`config.mk`:
```
export PLATFORM = sky130hd
export DESIGN_NAME = alu_issue_stage
export DESIGN_NICKNAME = d
export VERILOG_FILES = /design/src/rtl/alu_issue_stage.sv
export SDC_FILE = /design/constraint.sdc
export NUM_CORES = 1
export LEC_CHECK = 0
export ABC_AREA = 1
export CAP_MARGIN = 40
export CELL_PAD_IN_SITES_DETAIL_PLACEMENT = 1
export CELL_PAD_IN_SITES_GLOBAL_PLACEMENT = 1
export CORE_ASPECT_RATIO = 0.8
export CORE_UTILIZATION = 27
export DETAILED_ROUTE_END_ITERATION = 7
export PLACE_DENSITY_LB_ADDON = 0.1
export SYNTH_ARGS = -nofsm -noshare
export SYNTH_HDL_FRONTEND = slang
export SYNTH_SLANG_ARGS = --single-unit
```
`constraint.sdc`:
```
create_clock -name clk -period 1.3 [get_ports clk]
set_input_delay 0.26 -clock clk [delete_from_list [all_inputs] [get_ports clk]]
set_output_delay 0.26 -clock clk [all_outputs]
set_load 0.01 [all_outputs]
```
`src/rtl/alu_issue_stage.sv`:
```
// alu_issue_stage
// ----------------
// Decode/issue register between the IF/ID latch and the ALU execute stage.
// Accepts one 32-bit RV64 R-type word per cycle over valid/ready, reads the
// register file combinationally, and holds one decoded entry for execute.
// Supported ops: add, sub, xor, or, and. Anything else still issues, with
// ex_illegal set.
//
// Ports:
//   clk, rst_n                 clock (rising edge), async active-low reset
//   in_valid/in_ready/in_instr instruction handshake from IF/ID
//   rf_rs1_addr/rf_rs2_addr    regfile read addresses (comb from in_instr)
//   rf_rs1_data/rf_rs2_data    regfile read data (comb)
//   flush                      squash held and incoming instruction
//   ex_valid/ex_ready          issued entry handshake to execute
//   ex_funct3/7, ex_rs1/2, ex_rd, ex_illegal   registered entry fields
//   issued_count               accepted-instruction counter (wraps)
//
// Build option:
//   ALU_ISSUE_WB_BYPASS_EN     adds wb_en/wb_addr/wb_data; a writeback to a
//                              source register in the accept cycle is
//                              forwarded into the captured operand.

module alu_issue_stage #(
    parameter int XLEN  = 64,
    parameter int CNT_W = 32
) (
    input  logic             clk,
    input  logic             rst_n,
    input  logic             in_valid,
    output logic             in_ready,
    input  logic [31:0]      in_instr,
    output logic [4:0]       rf_rs1_addr,
    output logic [4:0]       rf_rs2_addr,
    input  logic [XLEN-1:0]  rf_rs1_data,
    input  logic [XLEN-1:0]  rf_rs2_data,
    input  logic             flush,
`ifdef ALU_ISSUE_WB_BYPASS_EN
    input  logic             wb_en,
    input  logic [4:0]       wb_addr,
    input  logic [XLEN-1:0]  wb_data,
`endif
    output logic             ex_valid,
    input  logic             ex_ready,
    output logic [2:0]       ex_funct3,
    output logic [6:0]       ex_funct7,
    output logic [XLEN-1:0]  ex_rs1,
    output logic [XLEN-1:0]  ex_rs2,
    output logic [4:0]       ex_rd,
    output logic             ex_illegal,
    output logic [CNT_W-1:0] issued_count
);

    typedef struct packed {
        logic [6:0]      funct7;
        logic [2:0]      funct3;
        logic [4:0]      rd;
        logic [XLEN-1:0] rs1;
        logic [XLEN-1:0] rs2;
        logic            illegal;
    } entry_t;

    localparam logic [6:0] OP_R = 7'b0110011;

    entry_t           entry_q, entry_d;
    logic             valid_q, valid_d;
    logic [CNT_W-1:0] count_q, count_d;

    logic             accept;
    logic [XLEN-1:0]  rs1_val, rs2_val;
    entry_t           dec;

    // Anything outside the five supported opcode/funct combinations is
    // tagged illegal; the entry itself still flows to execute.
    function automatic logic is_illegal(input logic [31:0] instr);
        logic ok;
        ok = 1'b0;
        if (instr[6:0] == OP_R) begin
            case ({instr[31:25], instr[14:12]})
                {7'b0000000, 3'b000},
                {7'b0100000, 3'b000},
                {7'b0000000, 3'b100},
                {7'b0000000, 3'b110},
                {7'b0000000, 3'b111}: ok = 1'b1;
                default:              ok = 1'b0;
            endcase
        end
        return !ok;
    endfunction

    assign rf_rs1_addr = in_instr[19:15];
    assign rf_rs2_addr = in_instr[24:20];

    // A held entry blocks new work unless execute drains it this cycle;
    // flush blocks acceptance outright.
    assign in_ready = !flush && (!valid_q || ex_ready);
    assign accept   = in_valid && in_ready;

    // Operand select: x0 is hard zero, otherwise (optionally) a same-cycle
    // writeback to the same index wins over the stale regfile read.
    always_comb begin
        rs1_val = rf_rs1_data;
        rs2_val = rf_rs2_data;
`ifdef ALU_ISSUE_WB_BYPASS_EN
        if (wb_en && (wb_addr != 5'd0) && (wb_addr == rf_rs1_addr)) rs1_val = wb_data;
        if (wb_en && (wb_addr != 5'd0) && (wb_addr == rf_rs2_addr)) rs2_val = wb_data;
`endif
        if (rf_rs1_addr == 5'd0) rs1_val = '0;
        if (rf_rs2_addr == 5'd0) rs2_val = '0;
    end

    always_comb begin
        dec.funct7  = in_instr[31:25];
        dec.funct3  = in_instr[14:12];
        dec.rd      = in_instr[11:7];
        dec.rs1     = rs1_val;
        dec.rs2     = rs2_val;
        dec.illegal = is_illegal(in_instr);
    end

    // Flush dominates: it drops the held entry even if execute asserted
    // ex_ready in the same cycle, and no accept can occur.
    always_comb begin
        entry_d = entry_q;
        valid_d = valid_q;
        count_d = count_q;
        if (flush) begin
            valid_d = 1'b0;
        end else if (accept) begin
            valid_d = 1'b1;
            entry_d = dec;
            count_d = count_q + CNT_W'(1);
        end else if (valid_q && ex_ready) begin
            // Drain: data fields keep their last value.
            valid_d = 1'b0;
        end
    end

    always_ff @(posedge clk or negedge rst_n) begin
        if (!rst_n) begin
            entry_q <= '0;
            valid_q <= 1'b0;
            count_q <= '0;
        end else begin
            entry_q <= entry_d;
            valid_q <= valid_d;
            count_q <= count_d;
        end
    end

    assign ex_valid     = valid_q;
    assign ex_funct3    = entry_q.funct3;
    assign ex_funct7    = entry_q.funct7;
    assign ex_rs1       = entry_q.rs1;
    assign ex_rs2       = entry_q.rs2;
    assign ex_rd        = entry_q.rd;
    assign ex_illegal   = entry_q.illegal;
    assign issued_count = count_q;

endmodule

```
=== After elaboration in Yosys (flattened, before gate mapping) ===
Cells that the tools add are included.

* Logic and storage cells: 35
* Register bits: 177

* Bitwise operators: 1
* Equal/unequal tests: 5
* Reduce and logical (&&, ||, !) cells: 13
* Add/subtract/negate cells: 1
* Multiplexer cells: 7

{| class="wikitable"
|+ Operator list
! cell !! count
|-
| 64-bit two-way mux || 2
|-
| 32-bit by 1-bit adder with 32-bit output (second input constant) || 1
|-
| 10-bit by 3-bit == test with 1-bit output (second input constant) || 3
|-
| 10-bit by 9-bit == test with 1-bit output (second input constant) || 1
|-
| 10-bit logical NOT || 1
|-
| 5-bit logical NOT || 2
|-
| 7-bit by 6-bit == test with 1-bit output (second input constant) || 1
|-
| 1-bit two-way mux || 5
|-
| 5-bit OR reduction || 1
|-
| 1-bit logical AND || 3
|-
| 1-bit logical NOT || 3
|-
| 3-bit nonzero test || 1
|-
| 2-bit AND reduction || 1
|-
| 1-bit logical OR || 1
|-
| 1-bit inverter || 1
|}

=== Longest topological paths before layout ===
* Depth in word-level cells: 6
* Mapped depth: 10

=== Least setup slack after synthesis ===
No wires, ideal clock.

* Kind: reg-to-reg
* Start: register count_q[0] (netlist: issued_count[0])
* End: register count_q[28] (netlist: issued_count[28])
* Path buffers: 0
* Setup time: 117 ps
* Data required time: 1,183 ps
* Cell stages (with the launch flop): 11
* Data arrival time: 1,368 ps
* Path slack: -185 ps
* Cell sequence: dfrtp_1 ha_1 inv_1 nor2_2 nand2_2 nor2_4 nand2_4 nor2_4 nand2_1 nand2_1 nand2_1

* Word-level cells in the longest chain between the ends: 1

{| class="wikitable"
|+ Ends and longest elaborated chain
! what !! RTL line !! RTL
|-
| from (decl) || 67 || <nowiki>logic [CNT_W-1:0] count_q, count_d;</nowiki>
|-
| from (signal assigned) || 147 || <nowiki>count_q <= count_d;</nowiki>
|-
| 32-bit by 1-bit adder with 32-bit output || 132 || <nowiki>count_d = count_q + CNT_W'(1);</nowiki>
|}

Every way passes these cells.
A chain may end at the register's enable or synchronous reset.

=== Worst setup path after layout ===
* Start: register count_q[2] (netlist: issued_count[2])
* End: register count_q[10] (netlist: issued_count[10])

The elaborated chain is that of the path after synthesis.

==> flow_summary.rst <==
.. list-table::
   :header-rows: 1

   * - Metric
     - Value
   * - Status
     - finished, violations left
   * - Failing checks
     - negative setup slack
   * - Static leakage power
     - 7.172 nW
   * - Max-slew violation count
     - 0
   * - Core Footprint
     - 27,430 µm²
   * - Clk buf depth
     - 2
   * - Sequential element share of the synthesized area
     - 58.32%
   * - Critical path startpoint category
     - register
   * - Post-DR vias/cell
     - 4.611
   * - Number of placed cells counting well taps
     - between 1,500 and 2,000
   * - Cell variety after synth
     - 30
   * - Setup repair after global routing missed its margin
     - true
   * - Input/output buffers
     - approximately 350
   * - Summed instance area of the synthesized netlist
     - 7595 µm²
   * - Number of buffers inserted during clock tree synthesis
     - 17
   * - Post-route DRC violation count
     - 0
   * - Number of storage elements in the synthesis netlist
     - 177
   * - Number of top-level pins
     - about 350
   * - Post-Place Setup Slack
     - -0.6940 ns
   * - Count of antenna-violating nets left after detailed routing
     - 0
   * - Largest net degree at the start of global routing
     - 52
   * - Top library cells by usage in the layout, fill and taps aside
     - sky130_fd_sc_hd__nand2_1, sky130_fd_sc_hd__dfrtp_1, sky130_fd_sc_hd__buf_2
   * - Total wirelength of the detailed-routed design
     - around 35 mm
   * - Non-filler cells in the finished layout
     - 1,758
   * - Estimated wirelength of the detail-placed design
     - 20.51 mm
   * - Largest fanout on the critical path
     - 5
   * - Minimum clock period after layout
     - 1.580 ns
   * - Overall die area
     - between 20,000 and 30,000 µm²
   * - Syn_area_per_cell
     - between 8 and 9 µm²
   * - H-tree depth reported by CTS
     - 4
   * - Multi-input logic area
     - approximately 3600 µm²
   * - Iter 0 DRT Violations
     - between 200 and 300
   * - Fraction of layout cells with a size suffix above 1
     - 43.33%
   * - Clock Power Share
     - 34.4%
   * - Final Cycle Share
     - 121.5%
   * - Global-route wire length before repair
     - 48.14 mm
   * - Number of setup violations in the final report
     - 193
   * - Total power divided by cell area
     - 1223 nW/µm²
   * - Switching component of the power
     - 5.106 mW
   * - Worst r2r dst
     - issued_count[10]$_DFFE_PN0P_
   * - Number of nets at the end of the flow
     - approximately 1,600
   * - Comb power frac
     - 27.5%
   * - Share of power burned in registers
     - 38.1%
   * - Source-to-sink clock delay at the later pin of the worst-skew pair
     - 0.44 ns
   * - Routed wire per std cell
     - 19.86 µm
   * - Net Sw Frac
     - between 20% and 30%
   * - Number of instances in the synthesized netlist
     - around 880
   * - Upper clock frequency limit
     - 0.6329 GHz
   * - Max Cap Viol
     - 0
   * - Vias in the first global route
     - 8,337
   * - Overflow after GRT
     - 0
   * - Clock transition at path regs
     - 0.08 ns
   * - Data required time of the worst path
     - ~1.6 ns
   * - Clock tree from TritonCTS
     - done
   * - Clock Root Buffer
     - sky130_fd_sc_hd__clkbuf_16
   * - Number of placement rows
     - 54
   * - Antenna diode instance count
     - 0
   * - Startpoint of the worst setup timing path
     - issued_count[2]$_DFFE_PN0P_
   * - Chip Height
     - 152.0 µm
   * - Launch instance of the worst register-to-register path
     - issued_count[2]$_DFFE_PN0P_
   * - Initial antenna violation count
     - 0
   * - Net count after synthesis
     - 1,044
   * - Type of element capturing the critical path
     - register
   * - Area Overhead vs Synth
     - 89.57%
   * - WP data arrival
     - 1.91 ns
   * - Number of filler instances in the final layout
     - about 3,000
   * - Cell depth of the worst flop-to-flop path
     - 10
   * - Least-Margin Pin Slew
     - 0.3958 ns
   * - Sequential cell area
     - about 4400 µm²
   * - Global routing usage summed across all routing layers
     - between 20 and 25%
   * - Hold WC Path Type
     - in -> async
   * - Via count
     - 8,107
   * - Width of the chip
     - 189.5 µm
   * - Path type of the worst setup path
     - reg -> reg
   * - Synth Warn #
     - 0
   * - Reg2Reg Setup Slack
     - -0.28 ns
   * - Initial Utilization
     - 27.69%
   * - Normalized max-slew margin
     - 73.37%
   * - Worst voltage drop across the vdd grid
     - 0.9274 mV
   * - Crit path setup slack, layout
     - -0.2801 ns
   * - Endpoints failing hold
     - 0
   * - Most common cell after layout, fill and taps aside
     - sky130_fd_sc_hd__nand2_1
   * - Cell Int Power
     - 12.49 mW
   * - Final GP Congestion
     - 0.7664
   * - Worst clock skew
     - 0.007186 ns
   * - Clk sink count
     - between 150 and 200
   * - Drt pass-1 iters
     - 4
[repair_timing]
item | 4_1_cts | 5_1_grt
setup endpoints to repair | 360 | 197
hold buffers | 1 | 0
resized for setup | 826 | 274
endpoints found under the hold margin | 155 | 0
setup buffers | 58 | 27
pin swaps | 17 | 95
cloned | 9 | 19
[power by group through the flow]
stage / Sequential (mW) / Combinational [mW] / Clock, mW
6_report: 6.70 / 4.85 / 6.06
5_1_grt: 6.78 / 5.21 / 6.38
4_1_cts: 6.66 / 4.23 / 6.17
3_5_place_dp: 6.79 / 4.20 / 0
3_3_place_gp: 6.77 / 4.15 / 0
2_1_floorplan: 7.14 / 0.923 / 0
[cell families (layout without fill, tap and decap cells)]
group | Yosys count | count (layout) | share of synthesized area, %
AO/OA/AOI/OAI | 135 | 135 | 8.896
XOR/XNOR | 21 | 21 | 2.422
adder cells (fa/ha/maj) | 1 | 1 | 0.1647
buffers and inverters | 84 | 600 | 5.354
flip-flops | 177 | 177 | 58.32
AND/OR/NAND/NOR | 460 | 460 | 24.84
[cells in the mapped netlist (all sizes together)]
master | count | share of area, %
nor3 | 7 | 0.53
nand3b | 6 | 0.59
nor4 | 2 | 0.16
ha | 1 | 0.16
nand2 | 386 | 19
clkbuf | 17 | 0.97
nand3 | 10 | 0.82
o21ai | 133 | 8.8
dfrtp | 177 | 58
inv | 29 | 1.4
xor2 | 14 | 1.6
nand4 | 5 | 0.41
xnor2 | 7 | 0.81
a21oi | 2 | 0.13
or2 | 1 | 0.082
nor3b | 2 | 0.41
buf | 38 | 2.9
nor2 | 41 | 2.5
[metal layers]
metal / vias to the layer above / track usage, % / wire length (µm)
li1: 3796 / - / -
met3: 37 / 7.138 / 2568
met5: - / 0 / 0
met2: 247 / 36.37 / 17430
met1: 4027 / 27.13 / 14400
met4: 0 / 5.338 / 526
[worst max-delay path: stages (launching register included)]
cell                      delay [ns]
sky130_fd_sc_hd__dfrtp_1        0.38
sky130_fd_sc_hd__buf_6          0.13
sky130_fd_sc_hd__nand2_4        0.05
sky130_fd_sc_hd__nor2_4         0.14
sky130_fd_sc_hd__nand2_4        0.08
sky130_fd_sc_hd__nor2_4         0.22
sky130_fd_sc_hd__buf_4          0.16
sky130_fd_sc_hd__buf_6          0.08
sky130_fd_sc_hd__nand2_2        0.04
sky130_fd_sc_hd__xor2_1         0.12
sky130_fd_sc_hd__inv_1          0.05
[how the worst max path moves through the flow]
stage	to	slack, ns	cells past startpoint
after floorplan	issued_count[28]$_DFFE_PN0P_	-0.18	10
after global placement	issued_count[3]$_DFFE_PN0P_	-0.68	6
after detailed placement	issued_count[2]$_DFFE_PN0P_	-0.69	6
after CTS	issued_count[28]$_DFFE_PN0P_	-0.26	10
after global routing	issued_count[28]$_DFFE_PN0P_	-0.36	10
final	issued_count[10]$_DFFE_PN0P_	-0.28	10
[sequential cells by signal, summed over array words and instances, names as in the netlist]
signal and cells:
ex_rs2 64, ex_illegal 1, ex_rd 5, ex_funct3 3, ex_funct7 7, ex_rs1 64
ex_valid 1, issued_count 32
[final cells by class]
class	instances	share of cell area [%]
Timing Repair Buffer	541	35.03
Sequential cell	177	30.79
Multi-Input combinational cell	617	25.34
Clock buffer	20	3.241
Tap cell	364	3.163
Clock inverter	9	1.417
Inverter	29	0.9386
Timing Repair inverter	1	0.07821
[per-stage QoR]
step	utilization (%)	power (mW)	instance area (µm²)	hold slack, ns	TNS, ns
global route	52.49	18.38	14400	0.2270	-45.34
global placement	44.02	10.92	12070	0.1274	-87.71
CTS	46.95	17.07	12880	0.2200	-26.54
finish	52.49	17.60	14400	0.2352	-27.83
detailed placement	44.02	10.99	12070	0.1255	-92.10
floorplan	-	8.062	7604	-0.03559	-1.199
Power figures use the tool's default switching activity.
==> edit, RTL diff (same flow settings) <==
Register the output `issued_count` once more, cleared by the reset; this adds one clock of latency there. The other outputs are not delayed to match.
--- a/src/rtl/alu_issue_stage.sv
+++ b/src/rtl/alu_issue_stage.sv
@@ -156,5 +156,11 @@
     assign ex_rd        = entry_q.rd;
     assign ex_illegal   = entry_q.illegal;
-    assign issued_count = count_q;
+    always_ff @(posedge clk or negedge rst_n) begin
+        if (!rst_n) begin
+            issued_count <= '0;
+        end else begin
+            issued_count <= count_q;
+        end
+    end
 
 endmodule
Behaviour: not the same (Yosys sat finds a counterexample within 4 cycles, from zero or initial values and one cycle with rst_n low).
==> edit against the unedited design <==
  * The run still ends with setup timing left
  * Area after synthesis rose by 11%
  * Final area rose by 1.6%
  * Hold slack got worse by 0.029 ns
  * Via count fell by 1.0%
  * Power rose by 7.0%
  * Sequential cell count rose by 32
  * Combinational power fell by 8.5%
  * Synthesized cell count rose by 3.6%
  * Worst setup slack improved by 0.031 ns
  * Cell count rose by 3.4%
  * Sequential share of layout area rose by 5.0 points
  * Wire length fell by 3.3%
  * Clock power rose by 7.8%
  * Critical path type unchanged
  * Critical endpoint is now count_q[18]
  * Largest cell class is now registers
  * Highest routed layer is now met5
==> edit: results (changes against the unedited design) <==
placed_design:
  place_ws_ns: -0.6509  # +0.04308 ns
  place_inst: 1714  # +5.7%
  placed_area_sq_um: 13020  # +7.8%
  post-dp-hpwl_microns: 22050  # +7.5%
finish:
  multi_input_gates: 609  # -1.3%
  final-clk-cell-share_pct: 5.037  # +0.38 points
  fillers: 3532  # +15%
  multi_input_area_sq_um: 2928  # -20%
  n_all_inverters: 38  # +27%
  drive_above_1_share_pct: 30.41  # -13 points
  multi_input_area_share_pct: 20.01  # -5.3 points
run_status:
  status: "finished, violations left"
  violations: "setup timing"
critical_path:
  crit_start: "ex_valid"
  worstPathMaxFanout: 8  # +3
grt:
  grt_pass1_wl_microns: 47810  # -0.69%
pwr:
  comb-power_mw: 4.44  # -8.5%
  ir_drop_mv: 0.8889  # -4.2%
sta:
  setup_ws_ns: -0.2489  # +0.03122 ns
  setup-violations-final: 234  # +21%
  clock_skew_ns: 0.008821  # +0.001635 ns
  period_needed_ns: 1.549  # -0.03121 ns
routing:
  viasPerCell: 4.417  # -4.2%
synth:
  yosys-top-cells-count: "374 x nand2_1, 209 x dfrtp_1, 116 x o21ai_0"
  synth_area_per_cell_sq_um: 9.255  # +7.0%
  synth_area_leaders: "dfrtp_1 62%, nand2_1 17%, o21ai_0 6.9%"
edit: changes by cell type after synthesis, moves of 4 or more:
cell and delta:
buf_2 -13, nand2_1 -8, inv_1 +9, buf_4 +11, nor2_1 -4, nand2_2 +4
clkbuf_2 +4, o21ai_1 -96, xor2_1 -5, o21ai_0 +98, dfrtp_1 +32
edit: timing repair:
| action | 4_1_cts | 5_1_grt |
|---|---|---|
| hold buffers | 1 | 0 |
| pin swaps | 43 | 16 |
| setup buffers | 37 | 9 |
| gates resized for setup | 923 | 113 |
| hold endpoints to repair | 209 | 0 |
| endpoints found under the setup margin | 364 | 352 |
| gates cloned | 0 | 22 |
edit: per-layer routing:
layer / vias to the layer above / GRT usage, % / wire [microns]
li1: 3836 / - / -
met1: 3887 / 24.44 / 14110
met2: 248 / 30.98 / 16000
met3: 49 / 7.286 / 3023
met4: 6 / 4.129 / 612
met5: - / 0 / 35
